===== config.mk =====
export PLATFORM = sky130hd
export DESIGN_NAME = ps2_move_decoder_flat
export DESIGN_NICKNAME = d
export VERILOG_FILES = /design/src/rtl/ps2_move_decoder_if.sv /design/src/rtl/ps2_move_decoder.sv /design/src/flat_wrapper.sv
export SDC_FILE = /design/constraint.sdc
export NUM_CORES = 1
export LEC_CHECK = 0
export CAP_MARGIN = 30
export CORE_ASPECT_RATIO = 0.8
export CORE_UTILIZATION = 42
export DETAILED_ROUTE_END_ITERATION = 12
export PLACE_DENSITY = 0.6
export SLEW_MARGIN = 20
export SYNTH_ARGS = -nofsm -noshare
export SYNTH_HDL_FRONTEND = slang
export SYNTH_SLANG_ARGS = --single-unit

===== constraint.sdc =====
create_clock -name CLOCK_50 -period 2.2 [get_ports CLOCK_50]
set_input_delay 0.66 -clock CLOCK_50 [delete_from_list [all_inputs] [get_ports CLOCK_50]]
set_output_delay 0.66 -clock CLOCK_50 [all_outputs]
set_load 0.02 [all_outputs]

===== src/rtl/ps2_move_decoder_if.sv =====
// PS/2 line inputs and decoded move/byte outputs for ps2_move_decoder.
// master = keyboard/stimulus side, slave = the decoder.
interface ps2_move_decoder_if;
  logic       PS2_CLK;
  logic       PS2_DAT;
  logic [3:0] key_pressed;
  logic       byte_valid;
  logic [7:0] rx_byte;
  logic       frame_err;

  modport master (
    output PS2_CLK, PS2_DAT,
    input  key_pressed, byte_valid, rx_byte, frame_err
  );

  modport slave (
    input  PS2_CLK, PS2_DAT,
    output key_pressed, byte_valid, rx_byte, frame_err
  );
endinterface


===== src/rtl/ps2_move_decoder.sv =====
// PS/2 keyboard receiver plus scan-code decoder producing one-cycle move pulses.
// byte_valid/frame_err one cycle after the stop edge, key_pressed one cycle later; never stalls.
module ps2_move_decoder #(
  parameter int TIMEOUT = 50000
) (
  input  logic              CLOCK_50,
  input  logic              rstn,
  ps2_move_decoder_if.slave ps2
);

  localparam int TW = $clog2(TIMEOUT + 1);
  localparam logic [TW-1:0] TO_LAST = TW'(TIMEOUT - 1);

  typedef enum logic [1:0] {IDLE, DATA, PARITY, STOP} state_t;

  state_t          state_q;
  logic            clk_s1_q, clk_s2_q, clk_prev_q;
  logic            dat_s1_q, dat_s2_q;
  logic [2:0]      bit_cnt_q;
  logic [7:0]      shift_q;
  logic            par_q;
  logic [TW-1:0]   to_cnt_q;
  logic            byte_valid_q;
  logic            frame_err_q;
  logic [7:0]      rx_byte_q;

  logic            brk_q, ext_q;
  logic [3:0]      held_q;
  logic [3:0]      key_pressed_q;

  logic            fall;
  logic            map_hit_d;
  logic [1:0]      map_idx_d;

  // Synchronizers idle high so reset never looks like a falling edge.
  always_ff @(posedge CLOCK_50) begin
    if (!rstn) begin
      clk_s1_q   <= 1'b1;
      clk_s2_q   <= 1'b1;
      clk_prev_q <= 1'b1;
      dat_s1_q   <= 1'b1;
      dat_s2_q   <= 1'b1;
    end else begin
      clk_s1_q   <= ps2.PS2_CLK;
      clk_s2_q   <= clk_s1_q;
      clk_prev_q <= clk_s2_q;
      dat_s1_q   <= ps2.PS2_DAT;
      dat_s2_q   <= dat_s1_q;
    end
  end

  assign fall = clk_prev_q & ~clk_s2_q;

  always_ff @(posedge CLOCK_50) begin
    if (!rstn) begin
      state_q      <= IDLE;
      bit_cnt_q    <= 3'd0;
      shift_q      <= 8'h00;
      par_q        <= 1'b0;
      to_cnt_q     <= '0;
      byte_valid_q <= 1'b0;
      frame_err_q  <= 1'b0;
      rx_byte_q    <= 8'h00;
    end else begin
      byte_valid_q <= 1'b0;
      frame_err_q  <= 1'b0;
      if (fall) begin
        to_cnt_q <= '0;
        case (state_q)
          IDLE: begin
            if (!dat_s2_q) begin
              state_q   <= DATA;
              bit_cnt_q <= 3'd0;
            end
          end
          DATA: begin
            shift_q   <= {dat_s2_q, shift_q[7:1]};
            bit_cnt_q <= bit_cnt_q + 3'd1;
            if (bit_cnt_q == 3'd7) state_q <= PARITY;
          end
          PARITY: begin
            par_q   <= dat_s2_q;
            state_q <= STOP;
          end
          STOP: begin
            state_q <= IDLE;
            // Odd parity: data plus parity bit must hold an odd count of ones.
            if (dat_s2_q && (^{shift_q, par_q})) begin
              byte_valid_q <= 1'b1;
              rx_byte_q    <= shift_q;
            end else begin
              frame_err_q  <= 1'b1;
            end
          end
          default: state_q <= IDLE;
        endcase
      end else if (state_q != IDLE) begin
        if (to_cnt_q == TO_LAST) begin
          frame_err_q <= 1'b1;
          state_q     <= IDLE;
          to_cnt_q    <= '0;
          bit_cnt_q   <= 3'd0;
          shift_q     <= 8'h00;
        end else begin
          to_cnt_q    <= to_cnt_q + 1'b1;
        end
      end
    end
  end

  // Letter keys and arrow keys land on the same move bit.
  always_comb begin
    map_hit_d = 1'b0;
    map_idx_d = 2'd0;
    if (!ext_q) begin
      case (rx_byte_q)
        8'h1D:   begin map_hit_d = 1'b1; map_idx_d = 2'd1; end
        8'h1B:   begin map_hit_d = 1'b1; map_idx_d = 2'd0; end
        8'h1C:   begin map_hit_d = 1'b1; map_idx_d = 2'd3; end
        8'h23:   begin map_hit_d = 1'b1; map_idx_d = 2'd2; end
        default: ;
      endcase
    end else begin
      case (rx_byte_q)
        8'h75:   begin map_hit_d = 1'b1; map_idx_d = 2'd1; end
        8'h72:   begin map_hit_d = 1'b1; map_idx_d = 2'd0; end
        8'h6B:   begin map_hit_d = 1'b1; map_idx_d = 2'd3; end
        8'h74:   begin map_hit_d = 1'b1; map_idx_d = 2'd2; end
        default: ;
      endcase
    end
  end

  always_ff @(posedge CLOCK_50) begin
    if (!rstn) begin
      brk_q         <= 1'b0;
      ext_q         <= 1'b0;
      held_q        <= 4'b0000;
      key_pressed_q <= 4'b0000;
    end else begin
      key_pressed_q <= 4'b0000;
      if (byte_valid_q) begin
        if (rx_byte_q == 8'hF0) begin
          brk_q <= 1'b1;
        end else if (rx_byte_q == 8'hE0) begin
          ext_q <= 1'b1;
        end else begin
          brk_q <= 1'b0;
          ext_q <= 1'b0;
          if (map_hit_d) begin
            if (brk_q) begin
              held_q[map_idx_d] <= 1'b0;
            end else if (!held_q[map_idx_d]) begin
              held_q[map_idx_d] <= 1'b1;
              key_pressed_q     <= 4'b0001 << map_idx_d;
            end
          end
        end
      end
    end
  end

  assign ps2.key_pressed = key_pressed_q;
  assign ps2.byte_valid  = byte_valid_q;
  assign ps2.rx_byte     = rx_byte_q;
  assign ps2.frame_err   = frame_err_q;

endmodule


===== src/flat_wrapper.sv =====
// flat-port wrapper written by rule: the top's interface ports become plain ports
module ps2_move_decoder_flat 
#(
  parameter int TIMEOUT = 50000
)
  (CLOCK_50, rstn, ps2_PS2_CLK, ps2_PS2_DAT, ps2_key_pressed, ps2_byte_valid, ps2_rx_byte, ps2_frame_err);
  ps2_move_decoder_if ps2_i ();
  input  logic CLOCK_50;
  input  logic rstn;
  input wire logic [$bits(ps2_i.PS2_CLK)-1:0] ps2_PS2_CLK;
  input wire logic [$bits(ps2_i.PS2_DAT)-1:0] ps2_PS2_DAT;
  output wire logic [$bits(ps2_i.key_pressed)-1:0] ps2_key_pressed;
  output wire logic [$bits(ps2_i.byte_valid)-1:0] ps2_byte_valid;
  output wire logic [$bits(ps2_i.rx_byte)-1:0] ps2_rx_byte;
  output wire logic [$bits(ps2_i.frame_err)-1:0] ps2_frame_err;
  assign ps2_i.PS2_CLK = ps2_PS2_CLK;
  assign ps2_i.PS2_DAT = ps2_PS2_DAT;
  assign ps2_key_pressed = ps2_i.key_pressed;
  assign ps2_byte_valid = ps2_i.byte_valid;
  assign ps2_rx_byte = ps2_i.rx_byte;
  assign ps2_frame_err = ps2_i.frame_err;
  ps2_move_decoder #(.TIMEOUT(TIMEOUT)) u_core (.CLOCK_50(CLOCK_50), .rstn(rstn), .ps2(ps2_i));
endmodule

### Word-level counts from Yosys, hierarchy flattened

Index checks and enable logic that the tools add are counted.

| storage, ports and cells | value |
|---|---|
| register bits | 55 |
| output and inout port bits | 14 |
| word-level logic and storage cells | 110 |

| operators by class | value |
|---|---|
| add/sub/neg operators | 2 |
| magnitude comparators | 2 |
| eq/ne operators | 21 |
| shift operators | 1 |
| muxes and demuxes | 37 |
| bitwise logic cells | 10 |
| reduce and logical (&&, ||, !) cells | 20 |

Operator list:

| cell | number |
|---|---|
| $eq A8 B7 Y1 const B | 4 |
| $mux W8 | 4 |
| $eq A8 B5 Y1 const B | 3 |
| $add A16 B1 Y16 const B | 1 |
| $eq A16 B16 Y1 const B | 1 |
| $eq A8 B8 Y1 const B | 2 |
| $mux W16 | 1 |
| $mux W1 | 14 |
| $mux W2 | 6 |
| $mux W3 | 4 |
| $pmux W2 S3 | 2 |
| $ne A3 B3 Y1 const B | 3 |
| $reduce_and A3 Y1 | 3 |
| $reduce_xor A9 Y1 | 1 |
| $eq A8 B6 Y1 const B | 1 |
| $mux W4 | 2 |
| $pmux W2 S4 | 1 |
| $reduce_and A4 Y1 | 2 |
| $reduce_or A4 Y1 | 2 |
| $reduce_or A7 Y1 | 1 |
| $not A1 Y1 | 6 |
| $pmux W3 S2 | 1 |
| $reduce_and A2 Y1 | 3 |
| $reduce_bool A2 Y1 | 3 |
| other kinds (19) | 22 |

### Logic depth before layout (Yosys ltp)

| logic depth | value |
|---|---|
| depth in word-level cells | 10 |
| mapped depth | 9 |
| gate-level depth less buffers | 7 |

### Worst setup path after synthesis

No wires, ideal clock.

| path | value |
|---|---|
| path kind | flip-flop to flip-flop |
| start point | register u_core.state_q[0] |
| end point | register u_core.bit_cnt_q[0] |
| data arrival time | 1.847 ns |
| slack | 0.280 ns |
| stages on the path, launching flop included | 9 |
| clock period less this slack | 1.920 ns |
| cell sequence | dfxtp_1 inv_1 ha_1 buf_4 and4b_1 a41o_2 o311ai_2 or3_1 a21oi_1 |

| on the way | value |
|---|---|
| cells in the longest elaborated chain, start to end | 3 |
| elaborated cells on any way between the ends | 9 |
| those cells by class | 3 x eq/ne; 2 x mux; 4 x reduce/logical |

RTL lines:

| what | RTL line | text |
|---|---|---|
| start: declaration | ps2_move_decoder.sv:16 | `state_t state_q;` |
| start signal: assignment | ps2_move_decoder.sv:56 | `state_q <= IDLE;` |
| start signal: assignment | ps2_move_decoder.sv:72 | `state_q <= DATA;` |
| start signal: assignment | ps2_move_decoder.sv:79 | `if (bit_cnt_q == 3'd7) state_q <= PARITY;` |
| $eq A2 B1 Y1, or another cell as far along | ps2_move_decoder.sv:69 | `case (state_q)` |
| $ne A3 B3 Y1 (no line), or another cell as far along | n/a |  |
| $reduce_and A4 Y1 (no line) or $mux W3 (tied branches) | n/a |  |
| end signal: assignment | ps2_move_decoder.sv:78 | `bit_cnt_q <= bit_cnt_q + 3'd1;` |
| end: declaration | ps2_move_decoder.sv:19 | `logic [2:0] bit_cnt_q;` |

Parallel ways exist; a longest one is shown, timed or not.
A chain may end at the register's enable or synchronous reset.

### Worst setup path in the final report

| path | value |
|---|---|
| start point | register u_core.rx_byte_q[4] (netlist: u_core.ps2.rx_byte[4]) |
| end point | output ps2_rx_byte[4] |

RTL lines:

| what | RTL line | text |
|---|---|---|
| start: declaration | ps2_move_decoder.sv:25 | `logic [7:0] rx_byte_q;` |
| start signal: assignment | ps2_move_decoder.sv:90 | `rx_byte_q <= shift_q;` |
| end: declaration | flat_wrapper.sv:14 | `output wire logic [$bits(ps2_i.rx_byte)-1:0] ps2_rx_byte;` |

No word-level cell between the ends.

==> results.toml <==
[synthesis]
muxShareOfSynthArea = 0.0330
yosys.area_share.simple = 0.251
synth_seq_cells = 55
synth-xor-area-share = 0.0803
ys_seq_area_frac = 0.433
synth_ff_type = "dfxtp_1"
yosysWarnings = 0
synthArstFlopShare = 0
syn_nets = 286
synth-edff-count = 0
synth_top_family_by_area = "simple AND/OR/NAND/NOR gates"
synth-compound-area-share = 0.137
synth_adder_area_share = 0.0345
synthCells = 275
synth_area_per_cell_sq_um = 9.24
synth_cell_type_count = 58
synth_area_sq_um = 2540

[setup_path]
path_class = "reg2out"
reg2reg_from = "u_core.ps2.rx_byte[4]"
worstSetupStartpointType = "flip-flop"
path_delay_family = "buffers and inverters"
critPathCaptureType = "output pin"
cp_cell_sequence = "clkdlybuf4s50_1"
crit_required_ns = 1.54
r2r_cells = 5
cp_slowest_stage_delay_ns = 0.67
crit_slowest_cell = "clkdlybuf4s50_1"
crit_buf_inv = 1
cp_max_fo = 9
r2r_setup_slack_ns = 0.26
arrival_ns = 1.50

[finish]
multi_input_area_sq_um = 1360
final_common_cell = "dfxtp_1"
post-route-util = 0.517
fin_area_sq_um = 2920
stdcell_count = 374
num-nets-final = 306
drive_gt1_frac = 0.0878
area_growth_pct = 14.9
diodes = 0
regArea_sq_um = 1100
final_cell_mix = "dfxtp_1 (55), nor2_1 (32), nand2_1 (20), clkdlybuf4s50_1 (17), nand3_1 (15)"
fillers = 543

[route]
wirelength_met1_um = 2730
first_pass_iters = 4
route.met2.wl_um = 1980
vias = 1976
wire_per_inst_um = 13.4
drtAntennaViolNets = 0
avgViaCountPerCell = 5.28
drc = 0
drt-total-wl_um = 5030
drt_iter0_markers = 101
dr_wl_met3_um = 255
top_layer_used = "met4"

[pwr]
cellPowerDensity_nw_per_um2 = 598
irDropWorstVdd_mv = 0.290
total_power_mw = 1.74
p_leak_nw = 1.07

[place]
dp_hpwl_um = 3560
preCtsSetupSlack_ns = 0.177
portBuffers = 17
gp_congestion = 0.845
post_dp_cell_area_sq_um = 2800
post-place-cells = 366

[global_route]
grt_pass1_vias = 1804
antenna_found_initial = 0
gr-total-overflow = 0
grt_use_total = 0.178
grt_pass1_wl_um = 8700
grt_max_degree = 27

[clocking]
clockBufferDepth = 2
cts_resized = 0
cts_buffers = 5
clk_pin_slew_ns = 0.10
htreeDepth = 2
cts.sinks = 55
cts_tree = "built"
post-cts-setup-buffers = 0
insertion_delay_ns = 0.31
hold_buffers = 0
cts-root-buf = "clkbuf_8"

[sta]
timing.final.ws_setup_ns = 0.0436
rsz0062_at_grt = "false"
totalNegativeSetupSlack_ns = 0
min_period_ns = 2.16
whs_ns = 0.423
timing.fmax_mhz = 464
drv_slew = 0
fin_crit_sh = 0.980
worst_slew_pin_slew_ns = 0.571
setup_viol = 0
final-hold-violation-count = 0
skew_ns = 0.00641
slew-limit-headroom = 0.616

[die]
start_util = 0.450
die_area_sq_um = 6370
coreArea_sq_um = 5650
dieWidth_um = 89.0
fp.dieH_um = 71.6
io_pins = 18
rows = 24

[min_path]
worstHoldStart = "u_core.clk_s1_q"
hold_path_class = "reg2reg"
hold_end = "u_core.clk_s2_q"
whs_path_depth = 1

[status]
status = "finished clean"

[run]
max_cap_violations = 0
-- worst register-to-register path, cell delays in order (launching register included) --
cell,delay [ns]
dfxtp_1,0.52
nand4bb_1,0.22
a21boi_0,0.29
o221ai_1,0.23
a211oi_1,0.40
mux2i_1,0.21
-- power by group --
| part | total [mW] | internal [mW] | switching, mW |
|---|---|---|---|
| Sequential | 1.00 | 0.999 | 0.00236 |
| Clock | 0.698 | 0.369 | 0.329 |
| Combinational | 0.0456 | 0.0157 | 0.0299 |
-- kinds of logic (layout without fill, tap and decap cells) --
kind of cell,after synthesis,after routing
muxes,7,7
AOI/OAI and AO/OA,50,50
adders and majority gates,7,7
buffers and inverters,17,38
DFF,55,55
xor gates and xnor gates,20,20
and+or+nand+nor,119,119
-- registers in the layout, indices dropped and copies added (netlist names), named ones only --
| name | count |
|---|---|
| u_core.dat_s1_q | 1 |
| u_core.ps2.byte_valid | 1 |
| u_core.clk_s2_q | 1 |
| u_core.to_cnt_q | 16 |
| u_core.ext_q | 1 |
| u_core.ps2.key_pressed | 4 |
| u_core.clk_s1_q | 1 |
| u_core.clk_prev_q | 1 |
| u_core.par_q | 1 |
| u_core.bit_cnt_q | 3 |
| u_core.dat_s2_q | 1 |
| u_core.ps2.frame_err | 1 |
| u_core.state_q | 2 |
| u_core.ps2.rx_byte | 8 |
| u_core.shift_q | 8 |
| u_core.brk_q | 1 |
-- layer usage --
metal | track usage | up-vias
met5 | 0 | -
met4 | 0.0653 | 0
met3 | 0.0380 | 7
met2 | 0.229 | 47
met1 | 0.283 | 903
li1 | - | 1019
-- cell type report --
type,count,share of cell area
Sequential cell,55,0.377
Clock inverter,2,0.0120
Timing Repair Buffer,23,0.0737
Tap cell,78,0.0334
Multi-Input combinational cell,203,0.466
Clock buffer,6,0.0283
Inverter,7,0.00900
-- worst max-delay path by stage --
stage | from | to | cells past startpoint | slack, ns
2_1_floorplan | u_core.state_q[0] | u_core.bit_cnt_q[0] | 8 | 0.28
3_5_place_dp | rstn | u_core.ps2.key_pressed[1] | 4 | 0.18
5_1_grt | u_core.ps2.rx_byte[4] | ps2_rx_byte[4] | 1 | 0.007
4_1_cts | u_core.ps2.rx_byte[4] | ps2_rx_byte[4] | 1 | 0.05
3_3_place_gp | rstn | u_core.ps2.key_pressed[0] | 4 | 0.25
6_report | u_core.ps2.rx_byte[4] | ps2_rx_byte[4] | 1 | 0.04
-- synthesized netlist by cell type (2+ instances only) --
cell type / n / area (sq um)
a211oi_1: 2 / 15.0
a21oi_1: 7 / 35.0
a22oi_1: 8 / 60.1
a31o_2: 2 / 17.5
a31oi_1: 4 / 25.0
and3_1: 6 / 37.5
and3b_1: 2 / 17.5
and4b_1: 2 / 20.0
buf_2: 3 / 15.0
clkbuf_1: 4 / 15.0
dfxtp_1: 55 / 1100
ha_1: 7 / 87.6
inv_1: 6 / 22.5
mux2i_1: 5 / 50.1
nand2_1: 20 / 75.1
nand2b_1: 8 / 50.1
nand3_1: 15 / 75.1
nand4_1: 2 / 12.5
nand4b_1: 4 / 35.0
nor2_1: 32 / 120
nor2b_1: 7 / 43.8
nor3_1: 4 / 20.0
nor4_1: 5 / 31.3
nor4b_1: 2 / 17.5
o211ai_1: 2 / 15.0
o21ai_0: 12 / 60.1
or3_1: 2 / 12.5
xnor2_1: 10 / 87.6
xor2_1: 8 / 70.1
No activity file was read; power rests on OpenSTA's default activity.
